$ cat src/rtl/latch_write_arbiter.sv
// Round-robin write arbiter driving one external master/slave latch pair.
// Sequences non-overlapping master/slave enables and acks the granted requester.
module latch_write_arbiter #(
    parameter int NREQ  = 4,
    parameter int WIDTH = 8,
    parameter int PULSE = 2,
    parameter int GAP   = 1
) (
    input  logic                    clk,
    input  logic                    rst_n,
    input  logic [NREQ-1:0]         req,
    input  logic [NREQ*WIDTH-1:0]   wdata,
    output logic [NREQ-1:0]         grant,
    output logic [NREQ-1:0]         ack,
    output logic [$clog2(NREQ)-1:0] owner,
    output logic [WIDTH-1:0]        lat_d,
    output logic                    en_m,
    output logic                    en_s,
    output logic                    busy
);

    localparam int          OW   = $clog2(NREQ);
    localparam int          MAXC = (PULSE > GAP) ? PULSE : GAP;
    localparam int          CW   = $clog2(MAXC + 1);
    localparam int unsigned NU   = NREQ;

    typedef enum logic [2:0] {
        S_IDLE,
        S_SETUP,
        S_MOPEN,
        S_GAP,
        S_SOPEN,
        S_ACK
    } state_t;

    state_t          state, state_n;
    logic [CW-1:0]   cnt, cnt_n;
    logic [OW-1:0]   ptr, ptr_n;
    logic [OW-1:0]   sel, idx;
    logic            found;
    logic [WIDTH-1:0] lanes [NREQ];

    always_comb begin
        for (int unsigned i = 0; i < NU; i++) begin
            lanes[i] = wdata[i*WIDTH +: WIDTH];
        end
    end

    // First requester at or above ptr, wrapping modulo NREQ.
    always_comb begin
        found = 1'b0;
        sel   = '0;
        idx   = '0;
        for (int unsigned i = 0; i < NU; i++) begin
            idx = OW'((32'(ptr) + i) % NU);
            if (!found && req[idx]) begin
                found = 1'b1;
                sel   = idx;
            end
        end
    end

    always_comb begin
        state_n = state;
        cnt_n   = cnt;
        ptr_n   = ptr;
        case (state)
            S_IDLE:  if (found) state_n = S_SETUP;
            S_SETUP: begin
                state_n = S_MOPEN;
                cnt_n   = CW'(PULSE - 1);
            end
            S_MOPEN: begin
                if (cnt == '0) begin
                    state_n = S_GAP;
                    cnt_n   = CW'(GAP - 1);
                end else begin
                    cnt_n = cnt - 1'b1;
                end
            end
            S_GAP: begin
                if (cnt == '0) begin
                    state_n = S_SOPEN;
                    cnt_n   = CW'(PULSE - 1);
                end else begin
                    cnt_n = cnt - 1'b1;
                end
            end
            S_SOPEN: begin
                if (cnt == '0) state_n = S_ACK;
                else           cnt_n   = cnt - 1'b1;
            end
            S_ACK: begin
                state_n = S_IDLE;
                ptr_n   = (owner == OW'(NREQ - 1)) ? '0 : owner + 1'b1;
            end
            default: state_n = S_IDLE;
        endcase
    end

    // Outputs are decoded from the next state so every port comes straight off a flop.
    always_ff @(posedge clk or negedge rst_n) begin
        if (!rst_n) begin
            state <= S_IDLE;
            cnt   <= '0;
            ptr   <= '0;
            grant <= '0;
            ack   <= '0;
            owner <= '0;
            lat_d <= '0;
            en_m  <= 1'b0;
            en_s  <= 1'b0;
            busy  <= 1'b0;
        end else begin
            state <= state_n;
            cnt   <= cnt_n;
            ptr   <= ptr_n;
            busy  <= (state_n != S_IDLE);
            en_m  <= (state_n == S_MOPEN);
            en_s  <= (state_n == S_SOPEN);
            ack   <= (state_n == S_ACK) ? grant : '0;
            if (state == S_IDLE && found) begin
                grant      <= '0;
                grant[sel] <= 1'b1;
                owner      <= sel;
                lat_d      <= lanes[sel];
            end else if (state == S_ACK) begin
                grant <= '0;
            end
        end
    end

endmodule

$ cat config.mk
export PLATFORM = sky130hd
export DESIGN_NAME = latch_write_arbiter
export DESIGN_NICKNAME = d
export VERILOG_FILES = /design/src/rtl/latch_write_arbiter.sv
export SDC_FILE = /design/constraint.sdc
export NUM_CORES = 1
export LEC_CHECK = 0
export CAP_MARGIN = 20
export CORE_ASPECT_RATIO = 0.8
export CORE_MARGIN = 1.5
export CORE_UTILIZATION = 43
export DETAILED_ROUTE_END_ITERATION = 8
export PLACE_DENSITY = 0.77
export SLEW_MARGIN = 20
export SYNTH_ARGS = -nofsm -noshare
export SYNTH_HDL_FRONTEND = slang
export SYNTH_SLANG_ARGS = --single-unit
$ cat constraint.sdc
create_clock -name clk -period 2.2 [get_ports clk]
set_input_delay 0.44 -clock clk [delete_from_list [all_inputs] [get_ports clk]]
set_output_delay 0.44 -clock clk [all_outputs]
set_load 0.01 [all_outputs]
==> Word-level counts from Yosys, hierarchy flattened <==
Index checks and enable logic that the tools add are counted.
{ "word_totals": {"regBits": 28, "inputBits": 38} }
{ "op_classes": {"order_cmp": 7, "addsub": 5, "eq_ne": 10, "bitwise": 1, "reduce_logical": 14, "mux": 34} }
{ "op_table": {"columns": ["op", "count"], "rows": [
  ["$bmux W8 S2", 1],
  ["$mux W2", 8],
  ["$mux W8", 2],
  ["$lt A2 B3 Y1 const B", 5],
  ["$pmux W3 S5", 1],
  ["$eq A3 B3 Y1 const B", 4],
  ["$mux W3", 4],
  ["$mux W4", 3],
  ["$eq A3 B2 Y1 const B", 3],
  ["$mux W1", 9],
  ["$bmux W1 S2", 4],
  ["$pmux W2 S4", 1],
  ["$logic_and A1 B1 Y1", 5],
  ["$add A2 B1 Y2 const B", 2],
  ["$add A2 B2 Y2 const B", 2],
  ["$reduce_bool A4 Y1", 1],
  ["$eq A3 B1 Y1 const B", 1],
  ["$ge A3 B3 Y1 const B", 1],
  ["$logic_not A1 Y1", 3],
  ["$logic_not A3 Y1", 1],
  ["$not A2 Y3", 1],
  ["$reduce_bool A3 Y1", 1],
  ["$demux W1 S2", 1],
  ["$eq A2 B2 Y1 const B", 1],
  ["other kinds (6)", 6]
]} }

==> Longest topological paths before layout <==
{ "depth": {"word_depth": 17, "mapped_depth": 6, "mapped_depth_nobuf": 6} }

==> Least setup slack after synthesis <==
OpenSTA, ideal clock, no wires.
{ "synth_path": {"path_kind": "in2reg", "startpoint": "input port req[1]", "endpoint": "register lat_d[0]", "path_stages": 5, "required_ps": 2074, "arrival_ps": 1716, "setup_slack_ps": 358, "setup_time_ps": 126, "cell_sequence": "a21bo_2 a221o_1 buf_6 mux2_4 a221o_1"} }
{ "synth_between": {"elab_chain_cells": 16, "elab_cells_between_ends": 27, "classes_between": "mux (19); bitwise (1); reduce/logical (7)"} }
{ "synth_lines": {"columns": ["item", "line", "source"], "rows": [
  ["from (decl)", "11", "input logic [NREQ-1:0] req,"],
  ["$bmux W1 S2", "56", "if (!found && req[idx]) begin"],
  ["$mux W1 (not written as such)", "56", null],
  ["$mux W1", "56", null],
  ["$logic_not A1 Y1", "56", null],
  ["$logic_and A1 B1 Y1", "56", null],
  ["$mux W1", "56", null],
  ["$logic_not A1 Y1", "56", null],
  ["$logic_and A1 B1 Y1", "56", null],
  ["$mux W1", "56", null],
  ["$logic_not A1 Y1", "56", null],
  ["$logic_and A1 B1 Y1", "56", null],
  ["$mux W2", "56", null],
  ["$not A2 Y3 (not written as such)", "126", "lat_d <= lanes[sel];"],
  ["$bmux W8 S2", "126", null],
  ["$mux W8 (not written as such) (2 in series)", "126", null],
  ["to (signal assigned)", "126", null],
  ["to (decl)", "16", "output logic [WIDTH-1:0] lat_d,"]
]} }
Several ways; a longest one is shown, not always the timed one. The select of a mux whose other input is x is not followed.
A chain may end at the register's enable or synchronous reset.

==> Final worst setup path <==
{ "layout_path": {"startpoint": "input port req[1]", "endpoint": "register lat_d[4]"} }
Same word-level chain as after synthesis.

==> results.toml <==
[floorplan]
die_w_um = 69.3
die_area_um2 = 3880
start_util_pct = 44.5
io_pins = 59
die_y_um = 56.0
core_um2 = 3400
fp-row-count = 19

[timing]
final-hold-violation-count = 0
period_minus_slack_ns = 2.15
fin_hold_ws_ns = 0.520
rsz0062_at_grt = "false"
period_share_pct = 97.6
maxSlewHeadroom_pct = 73.7
setup_viol = 0
fmax_mhz = 466
drv_slew = 0
clock_skew_ns = 0.00579
tightest_slew_ns = 0.392

[synthesis]
yosysWarnings = 0
synth_adder_area_share_pct = 3.31
synth_top_area_cell = "dfrtp_1"
yosysSeqAreaShare_pct = 46.4
yosys.area_share.simple_pct = 14.4
synthCells = 138
synth_area_um2 = 1510
synth-xor-area-share_pct = 0.579
synthTopCellsByArea = "dfrtp_1 (46%), mux2_4 (7.0%), a221o_1 (6.0%)"
synthDominantCellAreaShare_pct = 46.4
synthesis.nets = 180
synth_compound_area_share_pct = 16.6
synth_cell_types = 37
avgSynthCellArea_um2 = 11.0
yosys-top-cells-count = "dfrtp_1 (28), a221o_1 (9), mux2i_1 (9), nor3_1 (9)"
synthMuxAreaShare_pct = 14.4
synth_top_family_by_area = "compound AO/OA/AOI/OAI gates"
synth-seq-cells = 28
synth_most_common_cell = "dfrtp_1"
async_flop_share_pct = 100
synth_edf_count = 0
synth_flop_cell = "dfrtp_1"

[global_route]
grt.total_usage_pct = 17.6
grt_pass1_wl_mm = 5.56
grt_overflow_total = 0
grt_pass1_vias = 1234
grt_max_degree = 29
antenna_found_initial = 0

[detailed_routing]
wl_per_cell_um = 14.0
drtIter0Drc = 43
final_antenna_net_count = 0
firstDrtPassIters = 4
vias_per_cell = 5.29
num_vias = 1280
drc = 0
drt_wl_total_mm = 3.39

[min_path]
hp-start = "grant[2]"
hp-class = "reg -> reg"

[placement]
dpl.hpwl_mm = 2.65
gp_congestion = 0.785
port_buffers = 58

[pwr]
seqPwrFrac_pct = 34.0
power_frac_comb_pct = 56.0
p_leak_uw = 0.00101
p_sw_uw = 975
intPower_uw = 1670
power_density_nw_per_um2 = 1180
vdd.ir_drop.worst_uv = 799
switching_share_pct = 36.8
power_frac_clock_pct = 10.0

[cts]
clock_path_buffers = 2
cts-root-buf = "clkbuf_8"
hold_buffers = 0
cts_buffers = 3
htree_num_levels = 1
cts_setup_buffers = 0
clk_latency_ns = 0.26
clkTransAtPathRegs_ns = 0.08
cts.sinks = 28
cts_resized = 0
cts_tree = "yes"

[final_layout]
syn_to_final_growth_pct = 48.0
drive_gt1_share_pct = 13.0
fill_cells = 250
antenna_cells = 0
fin_util_pct = 65.8
fin_nets = 244

[status]
status = "completed"

[critical_path]
worstPathArrival_ns = 2.29
crit_path_end_kind = "flip-flop"
crit_type = "in -> reg"
startpoint = "req[1]"
cp_data_required_time_ns = 2.35
r2r-start = "ptr[1]"
crit_fanout = 17
start_kind = "input port"

[flow_run]
maxCapViolCount = 0
==> cell type report <==
type | count | area, µm² | area share, %
sequential | 28 | 701 | 31.3
inverter | 5 | 18.8 | 0.839
timing repair buffer | 69 | 676 | 30.2
clock buffer | 3 | 41.3 | 1.85
multi-input combinational | 95 | 748 | 33.4
tap | 42 | 52.6 | 2.35
==> flip-flops by register name, summed over array words and instances, names as in the netlist <==
| name | cells |
|---|---|
| en_s | 1 |
| lat_d | 8 |
| busy | 1 |
| state | 3 |
| en_m | 1 |
| ack | 4 |
| owner | 2 |
| grant | 4 |
| cnt | 2 |
| ptr | 2 |
==> power groups by stage <==
stage	clock network, µW	registers (µW)	logic (µW)
floorplan	0	919	836
global placement	0	895	1420
detailed placement	0	904	1480
CTS	268	898	1480
global route	286	928	1610
finish	265	900	1480
==> kinds of logic after synthesis <==
group / count (synthesis)
DFF: 28
buffers and inverters: 15
xor gates and xnor gates: 1
and+or+nand+nor: 40
AOI/OAI and AO/OA: 32
adders and majority gates: 4
muxes: 18
==> metrics by stage <==
| stage | cell area, µm² | cells | worst slack, ns | setup TNS, ns | total power, µW |
|---|---|---|---|---|---|
| 2_1_floorplan | 1510 | 138 | 0.358 | 0 | 1750 |
| 3_3_place_gp | 2190 | 239 | -0.185 | -1.55 | 2320 |
| 3_5_place_dp | 2190 | 239 | -0.250 | -2.06 | 2380 |
| 4_1_cts | 2230 | 242 | 0.0214 | 0 | 2650 |
| 5_1_grt | 2240 | 242 | 0.00448 | 0 | 2820 |
| 6_report | 2240 | 242 | 0.0519 | 0 | 2650 |
==> cell usage in the layout (no fill, tap or decap), types with 4 or more instances in the layout <==
cell type        Yosys  routed
ha_1                 4       4
o21ai_0              5       5
a221o_1              9       9
mux2_4               7       7
clkdlybuf4s50_1      0      58
and2_1               4       4
a21oi_1              4       4
nand2_1              8       8
dfrtp_1             28      28
buf_4                0      10
mux2i_1              9       9
nor3_1               9       9
inv_1                5       5
nor2b_1              5       4
==> routing by layer <==
layer  track usage (%)  share of wire (%)
met5                 0                  0
met4              5.60               0.91
met3              1.81                2.1
met2              29.7                 48
met1              23.9                 49
==> critical path, cell delays in order <==
cell and delay, ns:
clkdlybuf4s50_1 0.49, a21bo_2 0.22, a221o_1 0.33, buf_12 0.17, mux2_4 0.30, a221o_1 0.33
==> path summary, 6_finish.rpt <==
check	end	slack (ns)	cells past startpoint
max	lat_d[4]	0.05	6
min	ack[2]	0.52	1
max reg2reg	lat_d[4]	0.28	5
min reg2reg	ack[2]	0.52	1
max in group asynchronous	grant[2]	1.40	2
min in group asynchronous	cnt[1]	0.53	2
Note: power is estimated with default switching activity, not from simulation.
==> edit, RTL diff (config.mk and constraints unchanged) <==
`PULSE`: 2 -> 4.
--- a/src/rtl/latch_write_arbiter.sv
+++ b/src/rtl/latch_write_arbiter.sv
@@ -3,7 +3,7 @@
 module latch_write_arbiter #(
     parameter int NREQ  = 4,
     parameter int WIDTH = 8,
-    parameter int PULSE = 2,
+    parameter int PULSE = 4,
     parameter int GAP   = 1
 ) (
     input  logic                    clk,
Formal check against the unedited RTL: not equivalent (a bounded check fails within 10 cycles, from zero or initial values and one cycle with rst_n low).
==> edit against the unedited design <==
  * Non-clock buffer count grew 1
  * Synthesized area grew 11%
  * Count of clock-buffer cells in the layout grew 3
  * Synthesized cell count grew 22%
  * Routed wire length grew 37%
  * Maximum frequency grew 5.7%
  * Power grew 12%
  * Sequential cell count grew 1
  * Largest power group unchanged
  * Final area grew 13%
  * Worst setup slack gained 0.12 ns
==> edit: results (changes against the unedited design) <==
Outcome:
- The run finished with clean final reports.

Clock tree:
- The total clock buffers created by CTS was 5 (+2).
- The clock transition time at the flip-flop clock pins of the worst setup and hold paths is 0.06 ns (-0.02 ns).
- The post-cts repair resize count came to 0 (unchanged).
- The insertion delay of the later-clocked pin in the worst-skew pair is 0.28 ns (+0.02 ns).
- The depth of the CTS H-tree came to 2 (+1).

Finish:
- The filler cell count in the final layout is 298 (+19%).
- The largest registers in the layout are lat_d x8, ack x4, grant x4.
- The fraction of final layout cells with drive strength greater than 1 is 0.149 (+0.0188).
- The net count of the finished layout came to 282 (+16%).
- The number of standard cells in the final layout excluding fillers is 297 (+23%).
- The sequential cell area is 726 um2 (+3.6%).

Global routing:
- The largest net degree at the start of global routing is 30 (+3.4%).
- The via count of the first global-routing pass came to 1,520 (+23%).
- The first-pass GRT wire length is 7400 um (+33%).
- The total routing usage reported by global routing was 0.230 (+0.0543).

Detailed routing:
- The via density per instance is 5.35 (+1.2%).
- The total wire length after detailed routing is 4630 um (+37%).
- The violation count after the first detailed-route iteration is 59 (+37%).
- The number of iterations in the first detailed-routing pass is 4 (unchanged).

Placement:
- The number of port buffers is 58 (unchanged).
- The half-perimeter wire length after placement is 3400 um (+28%).
- The global placement routability congestion came to 0.779 (-0.81%).
- The placed standard-cell area is 2400 um2 (+9.4%).
- The number of placed instances with taps included is 289 (+21%).

Synth:
- The synthesized area divided by synthesized cell count came to 9.95 um2 (-9.2%).
- Sorting the synthesized cells by area gives the leading types as dfrtp_1 (43%), nand2_1 (4.9%), nor2_1 (3.8%).
- The fraction of the mapped netlist area in compound gates is 0.298 (+0.132).
- The total nets after synthesis is 210 (+17%).
- The commonest cells after synthesis are dfrtp_1 (29), nand2_1 (22), nor2_1 (17), a21boi_0 (8).
- The mux share of post-synthesis cell area came to 0.00670 (-0.137).
- The share of the synthesized area in the top cell type is 0.432 (-0.0320).
- The fraction of synthesized cell area in xor and xnor cells came to 0 (-0.00579).
- The number of library cell types mapped by synthesis is 44 (+19%).
- The register area share after synthesis came to 0.432 (-0.0320).
- The share of synthesized cell area in full adder, half adder and majority cells is 0.0223 (-0.0108).

Worst setup path:
- The biggest fanout along the worst timing path came to 8 (-9).
- The data arrival at the endpoint of the critical path came to 2.20 ns (-0.09 ns).

Power and ir drop:
- The worst voltage drop across the vdd grid is 0.000721 V (-9.7%).
- The leakage component of the power is 1.04 nW (+3.3%).

STA:
- The worst relative slew slack came to 0.696 (-0.0414).
- The setup skew after layout is 0.00690 ns (+0.00111 ns).
[edit: cell types whose count changed in the layout (fill, tap and decap cells not counted), moves of 4 or more]
cell      before  now
nor3_1         9    2
nor2_1         3   17
nand2_1        8   22
a221o_1        9    0
mux2i_1        9    0
a211oi_1       1    5
a311oi_1       0    6
mux2_4         7    0
a21boi_0       0    8
[edit: stage by stage]
step	hold slack, ns	setup WS [ns]
after floorplan	0.144	0.451
after CTS	0.530	0.179
final	0.520	0.169
after global routing	0.549	0.00214
after detailed placement	0.517	-0.105
after global placement	0.513	-0.0951
[edit: cell families after synthesis]
group,count (synthesis)
buffers and inverters,13
AND/OR/NAND/NOR,64
AO/OA/AOI/OAI,59
adder cells (fa/ha/maj),3
flip-flops,29
multiplexers,1
[edit: where the power goes]
group	internal [mW]	total, mW	switching, mW	leakage (nW)
logic	0.729	1.41	0.678	0.627
clock network	0.368	0.577	0.209	0.0574
registers	0.739	0.966	0.227	0.357
total	1.84	2.95	1.11	1.04
[edit: cell type report]
class                           count  area share
Multi-Input combinational cell    127       0.354
Sequential cell                    29       0.288
Timing Repair Buffer               70       0.271
Clock buffer                        6      0.0328
Tap cell                           55      0.0273
Clock inverter                      2      0.0149
Inverter                            8      0.0119
[edit: worst paths after layout]
kind	cells past startpoint	from	slack (ns)	to
min reg2reg	1	grant[2]	0.52	ack[2]
max	6	req[2]	0.17	grant[2]
min in group asynchronous	2	rst_n	0.53	lat_d[6]
max in group asynchronous	2	rst_n	1.39	ack[0]
min	1	grant[2]	0.52	ack[2]
max reg2reg	7	cnt[0]	0.23	busy
[edit: routing by layer]
layer	up-vias	GRT usage	wire [um]
li1	761	-	-
met1	767	0.334	2160
met2	54	0.341	2150
met3	7	0.0479	266
met4	0	0.0809	57
met5	-	0	0
[edit: worst max-delay path, cell delays in order]
cell and delay (ns):
clkdlybuf4s50_1 0.53, nor2b_1 0.20, a311oi_2 0.39, or2_2 0.31, nor2_4 0.10, a22o_1 0.22
